<file path="config.mk">
export PLATFORM = sky130hd
export DESIGN_NAME = fifo_rd_stream
export DESIGN_NICKNAME = d
export VERILOG_FILES = /design/src/rtl/fifo_rd_stream.sv
export SDC_FILE = /design/constraint.sdc
export NUM_CORES = 1
export LEC_CHECK = 0
export CAP_MARGIN = 5
export CORE_ASPECT_RATIO = 1.5
export CORE_MARGIN = 5
export CORE_UTILIZATION = 30
export CTS_CLUSTER_DIAMETER = 200
export DETAILED_ROUTE_END_ITERATION = 8
export GPL_TIMING_DRIVEN = 1
export PLACE_DENSITY = 0.54
export RECOVER_POWER = 25
export SYNTH_ARGS = -nofsm -noshare
export SYNTH_HDL_FRONTEND = slang
export SYNTH_SLANG_ARGS = --single-unit
</file>
<file path="constraint.sdc">
create_clock -name clk -period 1.69 [get_ports clk]
set_clock_uncertainty 0.05 [all_clocks]
set_input_delay 0.507 -clock clk [delete_from_list [all_inputs] [get_ports clk]]
set_output_delay 0.507 -clock clk [all_outputs]
set_load 0.01 [all_outputs]
</file>
<file path="src/rtl/fifo_rd_stream.sv">
// fifo_rd_stream: drains a FIFO read port into a valid/ready stream; FIFO_RD_STREAM_LAST_EN adds m_last framing
module fifo_rd_stream #(
  parameter int FIFO_WIDTH = 32,
  parameter int PKT_LEN    = 8
) (
  input  logic                  clk,
  input  logic                  rst_n,
  input  logic                  fifo_empty,
  output logic                  fifo_rd_en,
  input  logic [FIFO_WIDTH-1:0] fifo_rd_data,
  output logic                  m_valid,
  input  logic                  m_ready,
  output logic [FIFO_WIDTH-1:0] m_data,
  output logic                  m_last
);
  logic [1:0]            occ;
  logic                  inflight;
  logic [FIFO_WIDTH-1:0] head, skid;
  logic                  pop, head_ld_fifo, head_ld_skid, skid_ld;
  logic [2:0]            occ_nxt;
  always_comb begin
    pop          = m_valid && m_ready;
    fifo_rd_en   = rst_n && !fifo_empty && (({1'b0, occ} + {2'b0, inflight} < 3'd2) || pop);
    occ_nxt      = {1'b0, occ} + {2'b0, inflight} - {2'b0, pop};
    head_ld_fifo = inflight && (occ == 2'd0 || (pop && occ == 2'd1));
    head_ld_skid = pop && occ == 2'd2;
    skid_ld      = inflight && ((occ == 2'd1 && !pop) || (occ == 2'd2 && pop));
  end
  always_ff @(posedge clk or negedge rst_n) begin
    if (!rst_n) begin
      occ      <= '0;
      inflight <= 1'b0;
      head     <= '0;
      skid     <= '0;
    end else begin
      assert (occ_nxt <= 3'd2);
      assert (PKT_LEN >= 1 && PKT_LEN <= 65535);
      occ      <= occ_nxt[1:0];
      inflight <= fifo_rd_en;
      if (head_ld_fifo) head <= fifo_rd_data;
      else if (head_ld_skid) head <= skid;
      if (skid_ld) skid <= fifo_rd_data;
    end
  end
  assign m_valid = occ != 2'd0;
  assign m_data  = head;
`ifdef FIFO_RD_STREAM_LAST_EN
  localparam int BW = PKT_LEN > 1 ? $clog2(PKT_LEN) : 1;
  logic [BW-1:0] beat_cnt;
  always_ff @(posedge clk or negedge rst_n) begin
    if (!rst_n) beat_cnt <= '0;
    else if (pop) beat_cnt <= beat_cnt == BW'(PKT_LEN - 1) ? '0 : beat_cnt + BW'(1);
  end
  assign m_last = m_valid && beat_cnt == BW'(PKT_LEN - 1);
`else
  assign m_last = 1'b0;
`endif
endmodule

</file>
==> out/metrics.csv, run 1 <==
stage,metric,value,unit
worst_setup_path,Worst Setup SP,inflight,
layout,final core occ,43.8,%
worst_setup_path,Worst setup EP type,primary output,
synthesis,"FF+latch count, synth",67,
clock_tree,"Clk pin slew, worst setup/hold paths",0.05,ns
worst_setup_path,Critical Path Max Stage Delay,0.38,ns
pwr,Reg power frac,35.8,%
layout,number of fill cells in the layout,952,
synthesis,Synth Area in Compound Gates,0.765,%
worst_setup_path,worst r2r dst,skid[7],
clock_tree,Clock Tree Buf Depth,2,
outcome,failing checks,setup timing,
global_routing,grt ovf,0,
placed_design,Final HPWL DP,4180,µm
pwr,Sw Ratio,26.5,%
timing,RSZ-0062 raised after global routing,true,
worst_setup_path,"Max FO, Critical Path",2,
synthesis,synth top area cells,"dfrtp_1 54%, mux2_2 24%, mux2_4 14%",
timing,max-slew violations,0,
synthesis,"EDFF count, synth",0,
floorplanning,die area,12500,µm²
placed_design,PortBufs,69,
global_routing,antenna violations before repair,0,
synthesis,"Async S/R FF share, synth",100,%
pwr,sw power,2070,µW
pwr,pwr/cell area,1760,nW/µm²
worst_setup_path,Worst Path Buf+Inv,2,
global_routing,largest net degree at the start of global routing,68,
clock_tree,htree depth,3,
worst_setup_path,Top Family by Delay on Critical Path,flip-flops,
timing,relative max-transition margin,37.7,%
clock_tree,TritonCTS Sinks,67,
global_routing,GRT Util Overall,11.3,%
worst_setup_path,FF-to-FF setup slack,-0.23,ns
pwr,clock share of power,23.8,%
routing,1st-pass router iterations,4,
min_path,HP Start,rst_n,
synthesis,largest family of logic cells by synthesized area,multiplexers,
synthesis,Syn. warnings,0,
placed_design,GP Congestion,0.674,
timing,final period utilization,118,%
synthesis,sequential share of the synthesized area,54.0,%
synthesis,Post-Synth Simple-Gate Area,1.61,%
synthesis,syn avg cell area,16.3,µm²
worst_setup_path,WP depth,6,
clock_tree,TritonCTS clock tree,done,
clock_tree,Root Buffer,clkbuf_16,
global_routing,GR Util met3,2.34,%
worst_setup_path,worst setup path endpoint,fifo_rd_en,
layout,# diodes,0,
timing,final hold slack,0.416,ns
pwr,Int Pwr,5750,µW
timing,crit path time final,1.99,ns
clock_tree,Num CTS Buffers,9,
clock_tree,Worst-Skew Late Latency,0.32,ns
synthesis,syn_nets,230,
synthesis,most common cell in the synthesized netlist,dfrtp_1,
worst_setup_path,crit path launch type,flip-flop,
timing,final critical-path setup slack,-0.299,ns
pwr,maximum VDD drop,0.660,mV
layout,nets,322,
pwr,leakage,0.00216,µW
routing,vias,1832,
timing,Setup TNS Final,-10.85,ns
routing,antenna violation net count after detailed routing,0,
synthesis,Synth Area in XOR/XNOR,0.282,%
synthesis,Yosys cell types,19,
global_routing,"Most Used Layer, Global Route",met2,
floorplanning,DIE WIDTH,93.1,µm
routing,detailed router's first-iteration violation count,33,
floorplanning,floorplan row count,45,
timing,endpoints failing hold,0,
worst_setup_path,slowest library cell on the worst path,dfrtp_1,
synthesis,post-synthesis mux area share,38.4,%
floorplanning,Initial Util,30.7,%
layout,"final std cell area, no fill",4440,µm²
global_routing,met1 global-route usage,12.9,%
floorplanning,core area,10100,µm²
outcome,status,finished with violations,
clock_tree,CTS Hold Buffers Added,0,
worst_setup_path,required time worst endpoint,1.13,ns
worst_setup_path,reg2reg start,occ[1],
synthesis,adder-cell share of the synthesized area,1.21,%
layout,layout cells sized above 1,48.4,%
global_routing,vias in the first global route,2033,
floorplanning,Die H,135,µm
routing,vias per inst,4.53,
routing,DR DRC count,0,
worst_setup_path,"Worst Path Class, Setup",reg2out,
synthesis,most frequent cells after synthesis,"67 x dfrtp_1, 66 x mux2_2, 30 x mux2_4",
timing,Worst-Margin Slew,0.934,ns
synthesis,Main synth FF type,dfrtp_1,
worst_setup_path,R2R cell count,6,
min_path,Min-Delay Path Class,in2reg,
synthesis,cell taking the most area after synthesis,dfrtp_1,
layout,Area growth syn-to-layout,42.9,%
timing,count of final setup violators,66,
synthesis,Mapped Cells,191,
synthesis,Mapped Area,3110,µm²
pwr,combinational share of power,40.4,%
routing,Wirelength per Cell,16.0,µm
floorplanning,IO Count,71,
global_routing,first-pass GRT wire length,10700,µm
placed_design,placed cell area,4040,µm²
timing,fmax,0.503,GHz
synthesis,top cell type's share of synthesized area,54.0,%
worst_setup_path,WP data arrival,1.43,ns
job,max-cap violations,0,
global_routing,met2 usage,19.0,%
worst_setup_path,CP cell instances,ha_2 -> inv_1 -> ha_1 -> nor2_1 -> nor3b_2 -> buf_2,
routing,DRT Wirelength,6480,µm
## state kept, by name, summed over array words and instances (netlist names)
signal    flops
m_data       32
skid         32
occ           2
inflight      1
## through the flow
step | power [µW] | cells | setup slack [ns]
after floorplan | 4780 | 191 | -0.0367
after global placement | 6100 | 381 | -0.868
after CTS | 7960 | 400 | -0.338
after global routing | 8320 | 404 | -0.410
after detailed placement | 6170 | 381 | -0.860
final | 7830 | 404 | -0.299
## timing repair
item,CTS,global route
setup buffers,1,4
cloned,3,0
endpoints found under the setup margin,98,66
pin swaps,2,1
resized for setup,46,0
## power by group through the flow
stage	logic, µW	registers [µW]	clock network [µW]
floorplan	1840	2940	0
global placement	3280	2820	0
detailed placement	3330	2840	0
CTS	3210	2820	1930
global route	3430	2920	1970
finish	3160	2800	1860
## area by class of cell
type	count	area [µm²]	area share, %
multi-input combinational	110	1330	30.0
tap	117	146	3.30
timing repair buffer	91	975	21.9
clock inverter	2	35.0	0.789
clock buffer	13	260	5.86
inverter	4	15.0	0.338
sequential	67	1680	37.8
## layout by cell type, fill, tap and decap left out
master           instances
or2_4                    1
xor2_1                   1
clkbuf_4                 1
buf_12                   7
nand3_2                  1
o21a_1                   1
clkdlybuf4s50_1         33
dlygate4sd2_1           33
ha_1                     2
inv_1                    4
bufbuf_16                3
nor3b_2                  1
clkbuf_16                9
buf_6                    3
bufinv_16                1
buf_4                    9
clkbuf_1                 3
nor2_1                   1
or3b_1                   1
ha_2                     1
nand3b_2                 1
dfrtp_1                 67
buf_2                    1
or2b_1                   1
conb_1                   1
clkinv_2                 1
a21bo_4                  1
clkbuf_8                 2
mux2_2                  66
mux2_4                  30
## worst register-to-register path: stages, from the launching register on
cell and delay (ns):
dfrtp_1 0.40, buf_6 0.13, or3b_1 0.39, a21bo_4 0.26, buf_4 0.15, buf_12 0.13, mux2_4 0.29
## logic make-up (layout without fill, tap and decap cells)
family                     after synthesis  count (layout)
and+or+nand+nor                          7               7
AOI/OAI and AO/OA                        2               2
DFF                                     67              67
other                                    1               1
muxes                                   96              96
adders and majority gates                3               3
buffers and inverters                   14             110
xor gates and xnor gates                 1               1
## metal layers
layer,up-vias,wire (µm),share of wire (%)
li1,864,-,-
met1,912,2740,42
met2,43,3280,51
met3,13,270,4.2
met4,0,191,2.9
met5,-,0,0
## worst min path at each step
stage,endpoint,slack [ns],depth (start not counted)
2_1_floorplan,inflight,0.16,0
3_3_place_gp,skid[0],0.43,1
3_5_place_dp,skid[5],0.44,1
4_1_cts,inflight,0.40,2
5_1_grt,inflight,0.42,2
6_report,inflight,0.42,2
Note: power is estimated with default switching activity, not from simulation.
==> inputs of run 2 (changes only) <==
--- a/config.mk
+++ b/config.mk
@@ -11,8 +11,9 @@
 export CORE_UTILIZATION = 30
 export CTS_CLUSTER_DIAMETER = 200
 export DETAILED_ROUTE_END_ITERATION = 8
-export GPL_TIMING_DRIVEN = 1
-export PLACE_DENSITY = 0.54
+export DONT_BUFFER_PORTS = 1
+export MAX_ROUTING_LAYER = met4
+export PLACE_DENSITY = 0.45
 export RECOVER_POWER = 25
 export SYNTH_ARGS = -nofsm -noshare
 export SYNTH_HDL_FRONTEND = slang
==> out/metrics.csv, run 2 (same netlist as run 1, synthesis figures left out) <==
stage,metric,value,unit,change
outcome,status,finished with violations,,unchanged
outcome,failing checks,"hold timing, setup timing",,was setup timing
pwr,pwr/cell area,1950,nW/µm²,was 1760 nW/µm²
layout,"most common cell after layout, fill and taps aside",dfrtp_1,,unchanged
global_routing,vias in the first global route,1892,,"was 2,033"
routing,metal3 WL,573,µm,was 270 µm
routing,vias,1593,,"was 1,832"
floorplanning,die area,12500,µm²,unchanged
pwr,Reg power frac,42.3,%,was 35.8%
timing,count of final setup violators,33,,was 66
floorplanning,Die H,135,µm,unchanged
routing,Wirelength per Cell,20.1,µm,was 16.0 µm
placed_design,Post-Place Cells,306,,was 381
min_path,Min-Delay Path Class,in2async,,was in2reg
pwr,Int Pwr,5290,µW,was 5750 µW
routing,routed length on met2,3560,µm,was 3280 µm
pwr,Sw Ratio,27.6,%,was 26.5%
pwr,maximum VDD drop,0.781,mV,was 0.660 mV
clock_tree,Num CTS Buffers,9,,unchanged
placed_design,Final HPWL DP,4170,µm,was 4180 µm
worst_setup_path,crit path launch type,flip-flop,,unchanged
timing,final period utilization,114,%,was 118%
worst_setup_path,"Worst Path Class, Setup",reg2out,,unchanged
clock_tree,Worst-Skew Late Latency,0.32,ns,about the same
worst_setup_path,Worst Path Buf+Inv,1,,was 2
global_routing,antenna violations before repair,0,,unchanged
job,max-cap violations,0,,unchanged
clock_tree,htree depth,3,,unchanged
clock_tree,TritonCTS Sinks,67,,unchanged
placed_design,GP Congestion,0.635,,was 0.674
global_routing,GRT Util Overall,10.9,%,was 11.3%
timing,final critical-path setup slack,-0.232,ns,was -0.299 ns
routing,wl on met1,2240,µm,was 2740 µm
routing,DR DRC count,0,,unchanged
worst_setup_path,CP cell instances,ha_2 -> inv_2 -> ha_4 -> nor2_4 -> nor3b_4,,was ha_2 -> inv_1 -> ha_1 -> nor2_1 -> nor3b_2 -> buf_2
layout,most frequent cells in the layout,"67 x dfrtp_1, 66 x mux2_2, 30 x mux2_4",,"was 67 x dfrtp_1, 66 x mux2_2, 33 x clkdlybuf4s50_1, 33 x dlygate4sd2_1, 30 x mux2_4"
routing,detailed router's first-iteration violation count,31,,was 33
timing,RSZ-0062 raised after global routing,true,,unchanged
layout,Sequential Area,1680,µm²,unchanged
worst_setup_path,slowest library cell on the worst path,dfrtp_1,,unchanged
timing,endpoints failing hold,67,,was 0
global_routing,grt ovf,0,,unchanged
placed_design,PortBufs,0,,was 69
worst_setup_path,Top Family by Delay on Critical Path,flip-flops,,unchanged
global_routing,largest net degree at the start of global routing,69,,was 68
routing,vias per inst,4.89,,was 4.53
routing,1st-pass router iterations,3,,was 4
timing,max-slew violations,0,,unchanged
floorplanning,IO Count,71,,unchanged
routing,DRT Wirelength,6540,µm,was 6480 µm
timing,crit path time final,1.92,ns,was 1.99 ns
worst_setup_path,required time worst endpoint,1.13,ns,about the same
timing,final hold slack,-0.166,ns,was 0.416 ns
floorplanning,DIE WIDTH,93.1,µm,unchanged
routing,antenna violation net count after detailed routing,0,,unchanged
layout,Post-Layout Cell Count,326,,was 404
pwr,combinational share of power,32.1,%,was 40.4%
routing,Top Metal Used,met4,,unchanged
layout,nets,245,,was 322
global_routing,first-pass GRT wire length,10100,µm,"was 10,700 µm"
placed_design,dpl ws,-0.0972,ns,was -0.860 ns
clock_tree,TritonCTS clock tree,done,,unchanged
floorplanning,Initial Util,30.7,%,unchanged
worst_setup_path,"Max FO, Critical Path",4,,was 2
floorplanning,floorplan row count,45,,unchanged
worst_setup_path,WP data arrival,1.37,ns,was 1.43 ns
pwr,leakage,0.00178,µW,was 0.00216 µW
clock_tree,"Clk pin slew, worst setup/hold paths",0.05,ns,about the same
clock_tree,Root Buffer,clkbuf_16,,unchanged
layout,number of fill cells in the layout,966,,was 952
worst_setup_path,Worst setup EP type,primary output,,unchanged
layout,multi-input logic area,1370,µm²,was 1330 µm²
pwr,sw power,2010,µW,was 2070 µW
layout,layout cells sized above 1,64.1,%,was 48.4%
pwr,clock share of power,25.6,%,was 23.8%
layout,Area growth syn-to-layout,20.8,%,was 42.9%
worst_setup_path,Critical Path Max Stage Delay,0.40,ns,was 0.38 ns
layout,# diodes,0,,unchanged
floorplanning,core area,10100,µm²,unchanged
clock_tree,Clock Tree Buf Depth,2,,unchanged
timing,fmax,0.520,GHz,was 0.503 GHz
[run 2: cell count changes in the layout (fill, tap and decap cells not counted), sizes merged]
cell,change
buf,-9
bufbuf,-3
clkdlybuf4s50,-33
dlygate4sd2,-33
[run 2: power by group through the flow]
| stage | Combinational (µW) | Sequential, µW | Clock (µW) |
|---|---|---|---|
| 6_report | 2350 | 3090 | 1870 |
| 5_1_grt | 2560 | 3210 | 2010 |
| 4_1_cts | 2230 | 3120 | 1930 |
| 3_5_place_dp | 2140 | 3130 | 0 |
| 3_3_place_gp | 2010 | 3090 | 0 |
| 2_1_floorplan | 1840 | 2940 | 0 |
[run 2: per-stage QoR]
| step | hold slack, ns | total power, µW | util [%] | cell area [µm²] | setup TNS (ns) |
|---|---|---|---|---|---|
| after global placement | 0.165 | 5100 | 32.3 | 3280 | -2.25 |
| after detailed placement | 0.164 | 5270 | 32.3 | 3280 | -2.64 |
| final | -0.166 | 7310 | 37.0 | 3750 | -0.851 |
| after CTS | -0.190 | 7280 | 35.9 | 3640 | -0.518 |
| after global routing | -0.191 | 7780 | 37.0 | 3750 | -3.54 |
| after floorplan | 0.161 | 4780 | - | 3110 | -1.10 |
[run 2: final cells by class]
type | count | area share, %
sequential | 67 | 44.7
inverter | 4 | 0.400
clock buffer | 12 | 7.10
clock inverter | 2 | 0.933
multi-input combinational | 110 | 36.4
tap | 117 | 3.90
timing repair buffer | 14 | 6.57
[run 2: path summary, 6_finish.rpt]
kind / cells after the start / start / slack, ns / endpoint
min in group clk: 1 / fifo_empty / 0.21 / inflight
worst min register to register: 1 / skid[8] / 0.45 / skid[8]
worst max register to register: 5 / occ[0] / -0.04 / skid[11]
max in group asynchronous: 0 / rst_n / 1.64 / m_data[9]
worst max-delay path: 5 / occ[0] / -0.23 / fifo_rd_en
worst min-delay path: 0 / rst_n / -0.17 / m_data[23]
[run 2: what timing repair did]
item | CTS | global route
endpoints found under the setup margin | 8 | 66
gates cloned | 1 | 4
endpoints found under the hold margin | 67 | 67
buffers inserted | 0 | 1
pin swaps | 4 | 5
gates resized for setup | 10 | 5
[run 2: metal layers]
metal  GRT usage [%]  vias up
li1                -      706
met2            18.1       52
met4            4.89        0
met1            10.7      819
met3            5.18       16
met5               -        -
